==> src/rtl/stall_unit_pkg.sv <==
// Shared encodings for the hazard controller: result classes, forwarding
// selects, the per-stage record layout and the Tnew derivations.
package stall_unit_pkg;

  localparam int unsigned RES_W  = 3;
  localparam int unsigned REG_W  = 5;
  localparam int unsigned TUSE_W = 2;
  localparam int unsigned SEL_W  = 2;

  // Result classes
  localparam logic [RES_W-1:0] RES_NW    = 3'd0;
  localparam logic [RES_W-1:0] RES_ALU   = 3'd1;
  localparam logic [RES_W-1:0] RES_DM    = 3'd2;
  localparam logic [RES_W-1:0] RES_PC    = 3'd3;
  localparam logic [RES_W-1:0] RES_OTHER = 3'd4;

  // D-stage operand selects
  localparam logic [SEL_W-1:0] FWD_D_RF = 2'd0;
  localparam logic [SEL_W-1:0] FWD_D_E  = 2'd1;
  localparam logic [SEL_W-1:0] FWD_D_M  = 2'd2;
  localparam logic [SEL_W-1:0] FWD_D_W  = 2'd3;

  // E-stage ALU operand selects
  localparam logic [SEL_W-1:0] FWD_E_PIPE = 2'd0;
  localparam logic [SEL_W-1:0] FWD_E_M    = 2'd1;
  localparam logic [SEL_W-1:0] FWD_E_W    = 2'd2;

  // M-stage store-data select
  localparam logic FWD_M_PIPE = 1'b0;
  localparam logic FWD_M_W    = 1'b1;

  // Tuse value meaning "operand not read"
  localparam logic [TUSE_W-1:0] TUSE_NONE = 2'd3;

  typedef struct packed {
    logic [RES_W-1:0] res;
    logic [REG_W-1:0] dst;
    logic [REG_W-1:0] rs;
    logic [REG_W-1:0] rt;
  } stage_rec_t;

  localparam stage_rec_t REC_BUBBLE = '{res: RES_NW, dst: '0, rs: '0, rt: '0};

  // Cycles until the result is available while the instruction sits in E.
  function automatic logic [TUSE_W-1:0] tnew_in_e(input logic [RES_W-1:0] res);
    case (res)
      RES_ALU:                    tnew_in_e = 2'd1;
      RES_DM:                     tnew_in_e = 2'd2;
      RES_PC, RES_OTHER, RES_NW:  tnew_in_e = 2'd0;
      default:                    tnew_in_e = 2'd0;
    endcase
  endfunction

  // Cycles until the result is available while the instruction sits in M.
  function automatic logic [TUSE_W-1:0] tnew_in_m(input logic [RES_W-1:0] res);
    tnew_in_m = (res == RES_DM) ? 2'd1 : 2'd0;
  endfunction

endpackage

==> src/rtl/stall_unit_rec.sv <==
// stage_rec: one pipeline-stage record {res, dst, rs, rt} with async reset
// and a bubble-load input that overrides the data input.
//   clk, reset : clock / async active-high reset (loads a bubble)
//   bubble     : load {nw,0,0,0} instead of d on this edge
//   d, q       : next / current record
module stage_rec
  import stall_unit_pkg::*;
(
  input  logic       clk,
  input  logic       reset,
  input  logic       bubble,
  input  stage_rec_t d,
  output stage_rec_t q
);

  always_ff @(posedge clk or posedge reset) begin
    if (reset) begin
      q <= REC_BUBBLE;
    end else if (bubble) begin
      q <= REC_BUBBLE;
    end else begin
      q <= d;
    end
  end

endmodule

==> src/rtl/stall_unit.sv <==
// stall_unit: centralised hazard controller. Tracks in-flight writers in
// E/M/W and produces the pipeline stall plus all bypass-mux selects.
//   clk, reset           : clock / async active-high reset
//   tuse_rs_d, tuse_rt_d : cycles until D needs rs/rt (3 = unused)
//   res_d, dst_d         : result class / destination of the D instruction
//   rs_d, rt_d           : source registers in D
//   stall                : freeze PC and IF/ID, bubble ID/EX (combinational)
//   fwd_rs_d, fwd_rt_d   : D operand select 0 rf / 1 E / 2 M / 3 W
//   fwd_rs_e, fwd_rt_e   : E operand select 0 pipe / 1 M / 2 W
//   fwd_rt_m             : M store-data select 0 pipe / 1 W
module stall_unit
  import stall_unit_pkg::*;
(
  input  logic              clk,
  input  logic              reset,
  input  logic [TUSE_W-1:0] tuse_rs_d,
  input  logic [TUSE_W-1:0] tuse_rt_d,
  input  logic [RES_W-1:0]  res_d,
  input  logic [REG_W-1:0]  rs_d,
  input  logic [REG_W-1:0]  rt_d,
  input  logic [REG_W-1:0]  dst_d,
  output logic              stall,
  output logic [SEL_W-1:0]  fwd_rs_d,
  output logic [SEL_W-1:0]  fwd_rt_d,
  output logic [SEL_W-1:0]  fwd_rs_e,
  output logic [SEL_W-1:0]  fwd_rt_e,
  output logic              fwd_rt_m
);

  stage_rec_t rec_d, rec_e, rec_m, rec_w;
  logic [TUSE_W-1:0] tnew_e, tnew_m;

  always_comb begin
    rec_d = '{res: res_d, dst: dst_d, rs: rs_d, rt: rt_d};
  end

  // E takes a bubble on stall; M and W always advance.
  stage_rec u_rec_e (.clk(clk), .reset(reset), .bubble(stall), .d(rec_d), .q(rec_e));
  stage_rec u_rec_m (.clk(clk), .reset(reset), .bubble(1'b0),  .d(rec_e), .q(rec_m));
  stage_rec u_rec_w (.clk(clk), .reset(reset), .bubble(1'b0),  .d(rec_m), .q(rec_w));

  always_comb begin
    tnew_e = tnew_in_e(rec_e.res);
    tnew_m = tnew_in_m(rec_m.res);
  end

  // A source stalls D if E or M will not have its value in time.
  function automatic logic hazard(input logic [REG_W-1:0]  src,
                                  input logic [TUSE_W-1:0] tuse,
                                  input logic [REG_W-1:0]  dst_e,
                                  input logic [TUSE_W-1:0] te,
                                  input logic [REG_W-1:0]  dst_m,
                                  input logic [TUSE_W-1:0] tm);
    hazard = (src != '0) && (tuse != TUSE_NONE) &&
             (((src == dst_e) && (te > tuse)) || ((src == dst_m) && (tm > tuse)));
  endfunction

  // Youngest matching stage wins; a not-yet-ready youngest match yields 0
  // rather than falling back to an older stage.
  function automatic logic [SEL_W-1:0] pick_d(input logic [REG_W-1:0] src,
                                              input stage_rec_t e, input logic [TUSE_W-1:0] te,
                                              input stage_rec_t m, input logic [TUSE_W-1:0] tm,
                                              input stage_rec_t w);
    pick_d = FWD_D_RF;
    if (src != '0) begin
      if (src == e.dst)      pick_d = (te == 2'd0) ? FWD_D_E : FWD_D_RF;
      else if (src == m.dst) pick_d = (tm == 2'd0) ? FWD_D_M : FWD_D_RF;
      else if (src == w.dst) pick_d = FWD_D_W;
    end
  endfunction

  function automatic logic [SEL_W-1:0] pick_e(input logic [REG_W-1:0] src,
                                              input stage_rec_t m, input logic [TUSE_W-1:0] tm,
                                              input stage_rec_t w);
    pick_e = FWD_E_PIPE;
    if (src != '0) begin
      if (src == m.dst)      pick_e = (tm == 2'd0) ? FWD_E_M : FWD_E_PIPE;
      else if (src == w.dst) pick_e = FWD_E_W;
    end
  endfunction

  // Stall
  always_comb begin
    stall = hazard(rs_d, tuse_rs_d, rec_e.dst, tnew_e, rec_m.dst, tnew_m) |
            hazard(rt_d, tuse_rt_d, rec_e.dst, tnew_e, rec_m.dst, tnew_m);
  end

  // Forwarding selects for D, E and M
  always_comb begin
    fwd_rs_d = pick_d(rs_d, rec_e, tnew_e, rec_m, tnew_m, rec_w);
    fwd_rt_d = pick_d(rt_d, rec_e, tnew_e, rec_m, tnew_m, rec_w);
    fwd_rs_e = pick_e(rec_e.rs, rec_m, tnew_m, rec_w);
    fwd_rt_e = pick_e(rec_e.rt, rec_m, tnew_m, rec_w);
    fwd_rt_m = ((rec_m.rt != '0) && (rec_m.rt == rec_w.dst)) ? FWD_M_W : FWD_M_PIPE;
  end

  // Record fields with no consumer in this block
  logic unused_rec_bits;
  assign unused_rec_bits = ^{rec_m.rs, rec_w.res, rec_w.rs, rec_w.rt};

endmodule

==> config.mk <==
export PLATFORM = sky130hd
export DESIGN_NAME = stall_unit
export DESIGN_NICKNAME = d
export VERILOG_FILES = /design/src/rtl/stall_unit_pkg.sv /design/src/rtl/stall_unit_rec.sv /design/src/rtl/stall_unit.sv
export SDC_FILE = /design/constraint.sdc
export NUM_CORES = 1
export LEC_CHECK = 0
export ABC_AREA = 1
export CAP_MARGIN = 10
export CORE_MARGIN = 1
export CORE_UTILIZATION = 40
export DETAILED_ROUTE_END_ITERATION = 16
export MAX_ROUTING_LAYER = met4
export PLACE_DENSITY = 0.61
export SETUP_SLACK_MARGIN = 0.1
export SLEW_MARGIN = 20
export SYNTH_ARGS = -nofsm -noshare
export SYNTH_HDL_FRONTEND = slang
export SYNTH_HIERARCHICAL = 1
export SYNTH_SLANG_ARGS = --single-unit
==> constraint.sdc <==
create_clock -name clk -period 2.4 [get_ports clk]
set_input_delay 0.6 -clock clk [delete_from_list [all_inputs] [get_ports clk]]
set_output_delay 0.6 -clock clk [all_outputs]
set_load 0.01 [all_outputs]
==> results.ini <==
[timing]
fin_ws_ns=-0.04640
finalCritPeriodShare_pct=101.9
fin_crit_ns=2.446
rsz0062_at_grt=yes
finalSetupViolCount=1
clock.fmax_mhz=408.8
finClkSkew_ns=0.006141
tightest_slew_ns=0.5436
max_slew_margin_pct=63.72
maxSlewViolCount=0
hold_violations=0

[setup_path]
cp-start-kind=flip-flop
worstPathMaxFanout=3
ff2ff_path_depth=11
cp-end-kind=primary output
worst_ep_required_time_ns=1.80
arrival_ns=1.85
crit_type=flip-flop to primary output

[cts]
path_clk_slew_ns=0.06
root_buffer=clkbuf_8
h-tree-depth=2
insertion_delay_ns=0.28
cts_hold_buf=0
cts_buffers=5
cts_tree=yes
numClockSinks=36
clk_path_buf_depth=2

[route]
wire_per_inst_um=12.38
vias_per_cell=4.553
ant_nets=0
drt_iter0_markers=107
drc=0
wl_um=5756
first_pass_iters=4
vias=2117

[pwr]
leakagePower_nw=1.660
vdd_ir_drop_max_v=0.0003293
power_density_nw_per_um2=461.3
total_power_mw=1.402

[global_routing]
grt_pass1_wl_um=9273
gr-total-overflow=0
track_usage_pct=20.40
grt_pass1_vias=1972
grt_max_degree=19
antenna_found_initial=0

[floorplanning]
initial_utilization_pct=42.53
die_w_um=79.68
io_pins=34
die_area_um2=6349
die_y_um=79.68
design.core.area_um2=5675
rows=27

[placed_design]
io_buffers=33
hpwlAfterDp_um=4349
gp_congestion=0.8528

[run_status]
violations=negative setup slack
outcome=finished with violations

[layout]
layout.filler_cells=592
regArea_um2=910.9
multi_input_area_um2=1201
diodes=0
drive_gt1_share_pct=21.12
fin_nets=421
area_growth_syn_to_layout_pct=25.92
final_core_util_pct=53.55

[yosys]
ys_warn_count=6
synthCells=337
syn_avg_cell_area_um2=7.162
netlist_area_um2=2414

[flow_run]
cap_violations=0

[min_path]
whs_path_depth=2
hp-class=flip-flop to flip-flop

-- final timing paths --
check,end,slack (ns),from
worst max-delay path,stall,-0.05,u_rec_e/q[17]
worst min-delay path,u_rec_m/q[4],0.55,u_rec_e/q[4]
worst max register to register,u_rec_e/q[0],0.52,u_rec_e/q[17]
worst min register to register,u_rec_m/q[4],0.55,u_rec_e/q[4]
min in group asynchronous,u_rec_w/q[13],0.59,reset
max in group asynchronous,u_rec_m/q[12],1.27,reset
-- power by group --
group | internal [mW] | total, mW | switching (mW)
Combinational | 0.153 | 0.317 | 0.164
Clock | 0.197 | 0.395 | 0.198
Sequential | 0.642 | 0.690 | 0.0473
-- cell type report --
cell class | count | share of cell area (%)
clock inverters | 1 | 0.1647
multi-input cells | 222 | 39.52
clock buffers | 6 | 2.388
flip-flops and latches | 36 | 29.97
repair buffers | 59 | 16.47
well taps | 72 | 2.964
inverters | 69 | 8.522
-- layer usage --
layer  GRT usage, %  routed length (um)  part of all wire (%)  vias to the layer above
met5              -                   0                     0                        -
met4          4.364                  41                  0.71                        0
met3          3.543                 177                   3.1                        7
met2          35.38                2863                    50                       31
met1          24.70                2674                    46                      980
li1               -                   -                     -                     1099
-- timing repair --
action,CTS,global route
pin swaps,9,7
setup buffers,4,3
setup endpoints to repair,10,10
gates resized for setup,72,19
-- sequential cells by signal, summed over array words and instances (netlist names) --
name and flops:
u_rec_e/q 18, u_rec_m/q 13, u_rec_w/q 5
-- layout by cell type, fill, tap and decap left out, types with 3 or more instances in the layout --
cell and instances:
nand2_1 75, inv_1 63, nor2_1 52, dfrtp_1 28, buf_4 24, xnor2_1 20
xor2_1 15, clkdlybuf4s50_1 11, nand3_1 10, clkdlybuf4s15_2 8, dfrtp_2 8, nor2_2 7
nor3_1 7, buf_2 7, inv_2 6, nor3_2 5, nand4_1 5, clkbuf_8 5
ha_1 4, clkdlybuf4s15_1 4, a21oi_1 3, nand2_2 3
-- metrics by stage --
stage | TNS (ns) | std cells | hold slack, ns | setup WS [ns] | area (um^2)
after floorplan | 0 | 338 | 0.3785 | 0.3870 | 2417
after global placement | -2.901 | 451 | 0.5411 | -0.6412 | 2877
after detailed placement | -2.958 | 451 | 0.5493 | -0.6498 | 2877
after CTS | -0.1305 | 462 | 0.5624 | -0.1305 | 2988
after global routing | -0.2164 | 465 | 0.5855 | -0.2164 | 3039
final | -0.04640 | 465 | 0.5547 | -0.04640 | 3039
-- worst max-delay path, cell delays in order, from the launching register on --
cell	delay [ns]
dfrtp_1	0.38
nand3b_1	0.25
ha_1	0.32
nor2_1	0.09
nand2_1	0.06
o21ai_1	0.08
nand2_1	0.07
nand2_1	0.06
nand2_1	0.06
nand2_1	0.08
buf_2	0.13
(Power assumes the default switching activity.)
